### src/rtl/hazard_stall_ctrl.sv
// hazard_stall_ctrl
// Stall and flush control for the five-stage MIPS pipeline. It handles load-use
// hazards, taken-branch flushes and variable-latency data memory waits. A memory
// wait that runs too long ends in a sticky fault. Saturating counters record
// stall and flush activity.

module hazard_stall_ctrl #(
   parameter int unsigned MAX_WAIT = 255
) (
   input  logic        Clk,
   input  logic        Rst,
   input  logic        IDEX_MemRead,
   input  logic [4:0]  IDEX_Rt,
   input  logic [4:0]  IFID_Rs,
   input  logic [4:0]  IFID_Rt,
   input  logic        IFID_UsesRt,
   input  logic        BranchTaken,
   input  logic        Mem_req,
   input  logic        Mem_ready,
   output logic        PCWrite,
   output logic        IFID_Write,
   output logic        IFID_Flush,
   output logic        IDEX_Write,
   output logic        IDEX_Bubble,
   output logic        EXMEM_Write,
   output logic        MEMWB_Bubble,
   output logic        MemFault,
   output logic [15:0] StallCycles,
   output logic [15:0] LoadUseCount,
   output logic [15:0] FlushCount
);

   typedef enum logic [1:0] {
      RUN     = 2'd0,
      MEMWAIT = 2'd1,
      FAULT   = 2'd2
   } state_t;

   localparam logic [7:0] MaxWaitCnt = 8'(MAX_WAIT);

   state_t      r_state;
   logic [7:0]  r_waitCnt;
   logic        r_memFault;
   logic [15:0] r_stallCycles;
   logic [15:0] r_loadUseCount;
   logic [15:0] r_flushCount;

   logic w_memStall;
   logic w_loadUse;
   logic w_branchFlush;
   logic w_inFault;

   // Hazard detection. A load into $zero never creates a dependency.
   always_comb begin
      w_memStall    = Mem_req & ~Mem_ready;
      w_loadUse     = IDEX_MemRead & (IDEX_Rt != 5'd0) &
                      ((IDEX_Rt == IFID_Rs) | (IFID_UsesRt & (IDEX_Rt == IFID_Rt)));
      w_branchFlush = BranchTaken & ~w_memStall & ~w_loadUse;
      w_inFault     = (r_state == FAULT);
   end

   // Pipeline register enables, priority-encoded. Reset and fault both freeze
   // every stage and push NOPs into the pipeline.
   always_comb begin
      PCWrite      = 1'b1;
      IFID_Write   = 1'b1;
      IFID_Flush   = 1'b0;
      IDEX_Write   = 1'b1;
      IDEX_Bubble  = 1'b0;
      EXMEM_Write  = 1'b1;
      MEMWB_Bubble = 1'b0;
      if (Rst || w_inFault) begin
         PCWrite      = 1'b0;
         IFID_Write   = 1'b0;
         IDEX_Write   = 1'b0;
         EXMEM_Write  = 1'b0;
         IFID_Flush   = 1'b1;
         IDEX_Bubble  = 1'b1;
         MEMWB_Bubble = 1'b1;
      end else if (w_memStall) begin
         PCWrite      = 1'b0;
         IFID_Write   = 1'b0;
         IDEX_Write   = 1'b0;
         EXMEM_Write  = 1'b0;
         MEMWB_Bubble = 1'b1;
      end else if (w_loadUse) begin
         PCWrite      = 1'b0;
         IFID_Write   = 1'b0;
         IDEX_Bubble  = 1'b1;
      end else if (BranchTaken) begin
         IFID_Flush   = 1'b1;
      end
   end

   // The fault flag reads as clear while reset is held, even if FAULT is current.
   always_comb begin
      MemFault     = r_memFault & ~Rst;
      StallCycles  = r_stallCycles;
      LoadUseCount = r_loadUseCount;
      FlushCount   = r_flushCount;
   end

   // Memory-wait FSM with timeout and the saturating counters. Nothing
   // advances once FAULT is reached; only reset leaves it.
   always_ff @(posedge Clk) begin
      if (Rst) begin
         r_state        <= RUN;
         r_waitCnt      <= 8'd0;
         r_memFault     <= 1'b0;
         r_stallCycles  <= 16'd0;
         r_loadUseCount <= 16'd0;
         r_flushCount   <= 16'd0;
      end else begin
         case (r_state)
            RUN: begin
               if (w_memStall) begin
                  r_state   <= MEMWAIT;
                  r_waitCnt <= 8'd1;
               end else begin
                  r_waitCnt <= 8'd0;
               end
            end
            MEMWAIT: begin
               if (!w_memStall) begin
                  r_state   <= RUN;
                  r_waitCnt <= 8'd0;
               end else if (r_waitCnt == MaxWaitCnt) begin
                  r_state    <= FAULT;
                  r_memFault <= 1'b1;
               end else begin
                  r_waitCnt <= r_waitCnt + 8'd1;
               end
            end
            FAULT: begin
               r_state <= FAULT;
            end
            default: begin
               r_state   <= RUN;
               r_waitCnt <= 8'd0;
            end
         endcase

         if (!w_inFault) begin
            if ((w_memStall || w_loadUse) && (r_stallCycles != 16'hFFFF))
               r_stallCycles <= r_stallCycles + 16'd1;
            if (w_loadUse && !w_memStall && (r_loadUseCount != 16'hFFFF))
               r_loadUseCount <= r_loadUseCount + 16'd1;
            if (w_branchFlush && (r_flushCount != 16'hFFFF))
               r_flushCount <= r_flushCount + 16'd1;
         end
      end
   end

endmodule
### config.mk
export PLATFORM = sky130hd
export DESIGN_NAME = hazard_stall_ctrl
export DESIGN_NICKNAME = d
export VERILOG_FILES = /design/src/rtl/hazard_stall_ctrl.sv
export SDC_FILE = /design/constraint.sdc
export NUM_CORES = 1
export LEC_CHECK = 0
export CAP_MARGIN = 40
export CORE_MARGIN = 4
export CORE_UTILIZATION = 25
export DETAILED_ROUTE_END_ITERATION = 10
export PLACE_DENSITY_LB_ADDON = 0.3
export SLEW_MARGIN = 0
export SYNTH_ARGS = -nofsm -noshare
export SYNTH_HDL_FRONTEND = slang
export SYNTH_SLANG_ARGS = --single-unit
### constraint.sdc
create_clock -name Clk -period 2.95 [get_ports Clk]
set_clock_uncertainty 0.2 [all_clocks]
set_input_delay 0.59 -clock Clk [delete_from_list [all_inputs] [get_ports Clk]]
set_output_delay 0.59 -clock Clk [all_outputs]
set_load 0.02 [all_outputs]
==> run summary <==
Clock Latency Late Sink - 0.32 ns
Status - finished, final reports clean
Crit Path Max Fanout - 4
Fmax - 0.3484 GHz
PortBufs - 77
Leakage power - 1.649 nW
Synthesized net count - 402
Die Wd - 119.3 um
Place WS - -0.6348 ns
Total CTS buffers - 9
CP required - 2.16 ns
CTS tree - built
Final period utilization - 0.9731
Seq. cell area - 0.001181 mm^2
Post-synthesis sequential area ratio - 0.3816
DRC marker count from the first detailed-route iteration - 157
Hold-fix buffers, CTS - 0
Startpoint types - input pin
Clock Pin Slew Worst Setup and Hold Paths - 0.05 ns
Initial Utilization - 0.2566
Post-Syn Area - 0.003095 mm^2
Final Non-Filler Cells - 649
Worst slew pin tran - 0.6569 ns
Synth Area per Inst - 8.233 um^2
Vias in the first global route - 3092
Area of the multi-input gates - 0.001881 mm^2
Post-route ant nets - 0
Worst R2R Start - FlushCount[0]
Die ar. - 0.01423 mm^2
Hold violation total from the final report - 0
Post-synthesis cell count - 376
Max cap viols - 0
Cell Area, Placed - 0.004218 mm^2
Setup violators final - 0
IO Pins - 78
PnR worst setup slack - 0.07948 ns
Crit Path Class - in -> out
Vias - 3152
Worst Setup SP - IDEX_Rt[1]
Capture point of the critical path - IFID_Write
EDFF count, synth - 0
RSZ-0062 raised after global routing - true
Synth Flop Type - dfxtp_1
Num rows - 40
Layout cells sized above 1 - 0.1518
Max clock buf depth - 2
Drt pass-1 iters - 4
CTS sink cnt - 59
Largest net degree at the start of global routing - 61
First-pass GRT wire length - 14.57 mm
Slew headroom - 0.5621
Crit end category - primary output
Root Buffer - clkbuf_16
Fin Setup TNS - 0 ns
Via-to-Cell Ratio - 4.857
DRT Wirelength - 8.743 mm
Critical R2R Capture - FlushCount[11]
Hold WC Path Type - reg -> reg
H-tree lvl count - 3
Cell area after layout - 0.004612 mm^2
Final nets - 502
Yosys warning count - 0
Synth Register Bits - 59
Core Footprint - 0.01206 mm^2
RePlAce Congestion - 0.7627
Cell variety after synth - 49
# fillers - 1242
Global router's overall resource usage - 0.1248
Max VDD drop - 0.2483 mV
Detailed Place HPWL - 6.384 mm
Slew Limit Fails - 0
Diodes inserted - 0
Placed Cells - 631
Shortest period the worst path allows - 2.871 ns
Die height - 119.3 um
Total gr overflow - 0
DRC viols - 0
Critical Path AT - 2.08 ns
Antenna violations before repair - 1
Cell Pwr Density - 461.8 mW/mm^2
Asr flop ratio synth - 0
R2R Setup Slk - 0.53 ns
Wire length per cell - 13.47 um
Final hold slack - 0.2811 ns
Reg2Reg Depth - 6
Area growth from synthesis to layout - 48.99%
## cell families (layout without fill, tap and decap cells)
kind of cell,count (synthesis),after routing,share of synthesized area
AND/OR/NAND/NOR,162,162,0.2955
AO/OA/AOI/OAI,100,100,0.1964
flip-flops,59,59,0.3816
buffers and inverters,26,131,0.03557
XOR/XNOR,19,19,0.05376
multiplexers,6,6,0.02102
adder cells (fa/ha/maj),4,4,0.01617
## cells in the final DEF, fill, tap and decap left out, types with 14 or more instances in the layout
master,synthesis,layout
or4_1,15,14
dfxtp_1,59,59
nand2_1,18,18
or3_1,18,18
nand3_1,25,25
a21oi_1,40,40
clkdlybuf4s50_1,0,58
nor2_1,31,30
buf_4,2,32
o21ai_0,24,22
o31ai_1,15,15
## sequential cells by signal, summed over array words and instances, names as in the netlist
| register | count |
|---|---|
| StallCycles | 16 |
| r_memFault | 1 |
| LoadUseCount | 16 |
| r_waitCnt | 8 |
| FlushCount | 16 |
| r_state | 2 |
## cell type report
class                      instances  area share
tap                              168     0.04558
clock inverter                     4     0.01601
timing repair buffer             107      0.2146
sequential                        59      0.2561
multi-input combinational        291      0.4078
clock buffer                      12     0.05345
inverter                           8    0.006511
## critical path: stages
cell	delay (ns)
clkdlybuf4s15_1	0.24
or4_4	0.58
o21ai_4	0.23
or2_4	0.17
and2_4	0.14
buf_4	0.13
## cells in the mapped netlist (all sizes together) (2+ instances only)
library cell	n	area [um^2]
o21ai	26	133.9
o31ai	15	112.6
dfxtp	59	1181
buf	7	38.78
nand4	9	56.30
inv	8	30.03
nand2b	4	25.02
xnor2	4	35.03
a21oi	40	200.2
nand2	18	67.56
a31o	2	17.52
or4	15	112.6
a31oi	2	12.51
mux2	4	45.04
nor2b	8	50.05
nor2	31	116.4
or2	3	18.77
clkbuf	11	41.29
nand3	25	125.1
or3	18	112.6
o21a	2	15.01
a21o	2	15.01
nor4	3	33.78
xor2	15	131.4
mux2i	2	20.02
and4	6	52.55
ha	4	50.05
and3	12	75.07
o41ai	3	26.28
and2	4	25.03
nor3	2	10.01
## worst min-delay path by stage
stage                   start        endpoint  slack (ns)  cells after the start
4_1_cts          r_waitCnt[7]    r_waitCnt[7]        0.28                      1
2_1_floorplan    r_waitCnt[7]    r_waitCnt[7]        0.24                      1
3_3_place_gp     r_waitCnt[7]    r_waitCnt[7]        0.26                      1
5_1_grt        FlushCount[14]  FlushCount[14]        0.31                      2
3_5_place_dp     r_waitCnt[7]    r_waitCnt[7]        0.27                      1
6_report         r_waitCnt[7]    r_waitCnt[7]        0.28                      1
## per-stage QoR
| stage | util | total power [mW] |
|---|---|---|
| final | 0.3824 | 2.130 |
| after detailed placement | 0.3497 | 1.021 |
| after floorplan | - | 0.9164 |
| after global placement | 0.3497 | 1.017 |
| after global routing | 0.3824 | 2.216 |
| after CTS | 0.3798 | 2.164 |
## metal layers
layer  track usage  up-vias  share of wire
li1              -     1601              -
met1        0.1521     1471           0.46
met2        0.2028       66           0.47
met3       0.04368       12          0.054
met4       0.04490        2          0.017
met5             0        -        0.00080
## report_power, final
group | leakage, nW | internal [mW] | switching (mW)
clock network | 0.157 | 0.762 | 0.360
registers | 0.476 | 0.804 | 0.00755
logic | 1.02 | 0.0937 | 0.103
## repair_timing
| item | CTS | global route |
|---|---|---|
| buffers inserted | 1 | 1 |
| gates resized for setup | 41 | 13 |
| gates cloned | 0 | 0 |
| pin swaps | 3 | 5 |
| setup endpoints to repair | 11 | 4 |
Power figures use the tool's default switching activity.
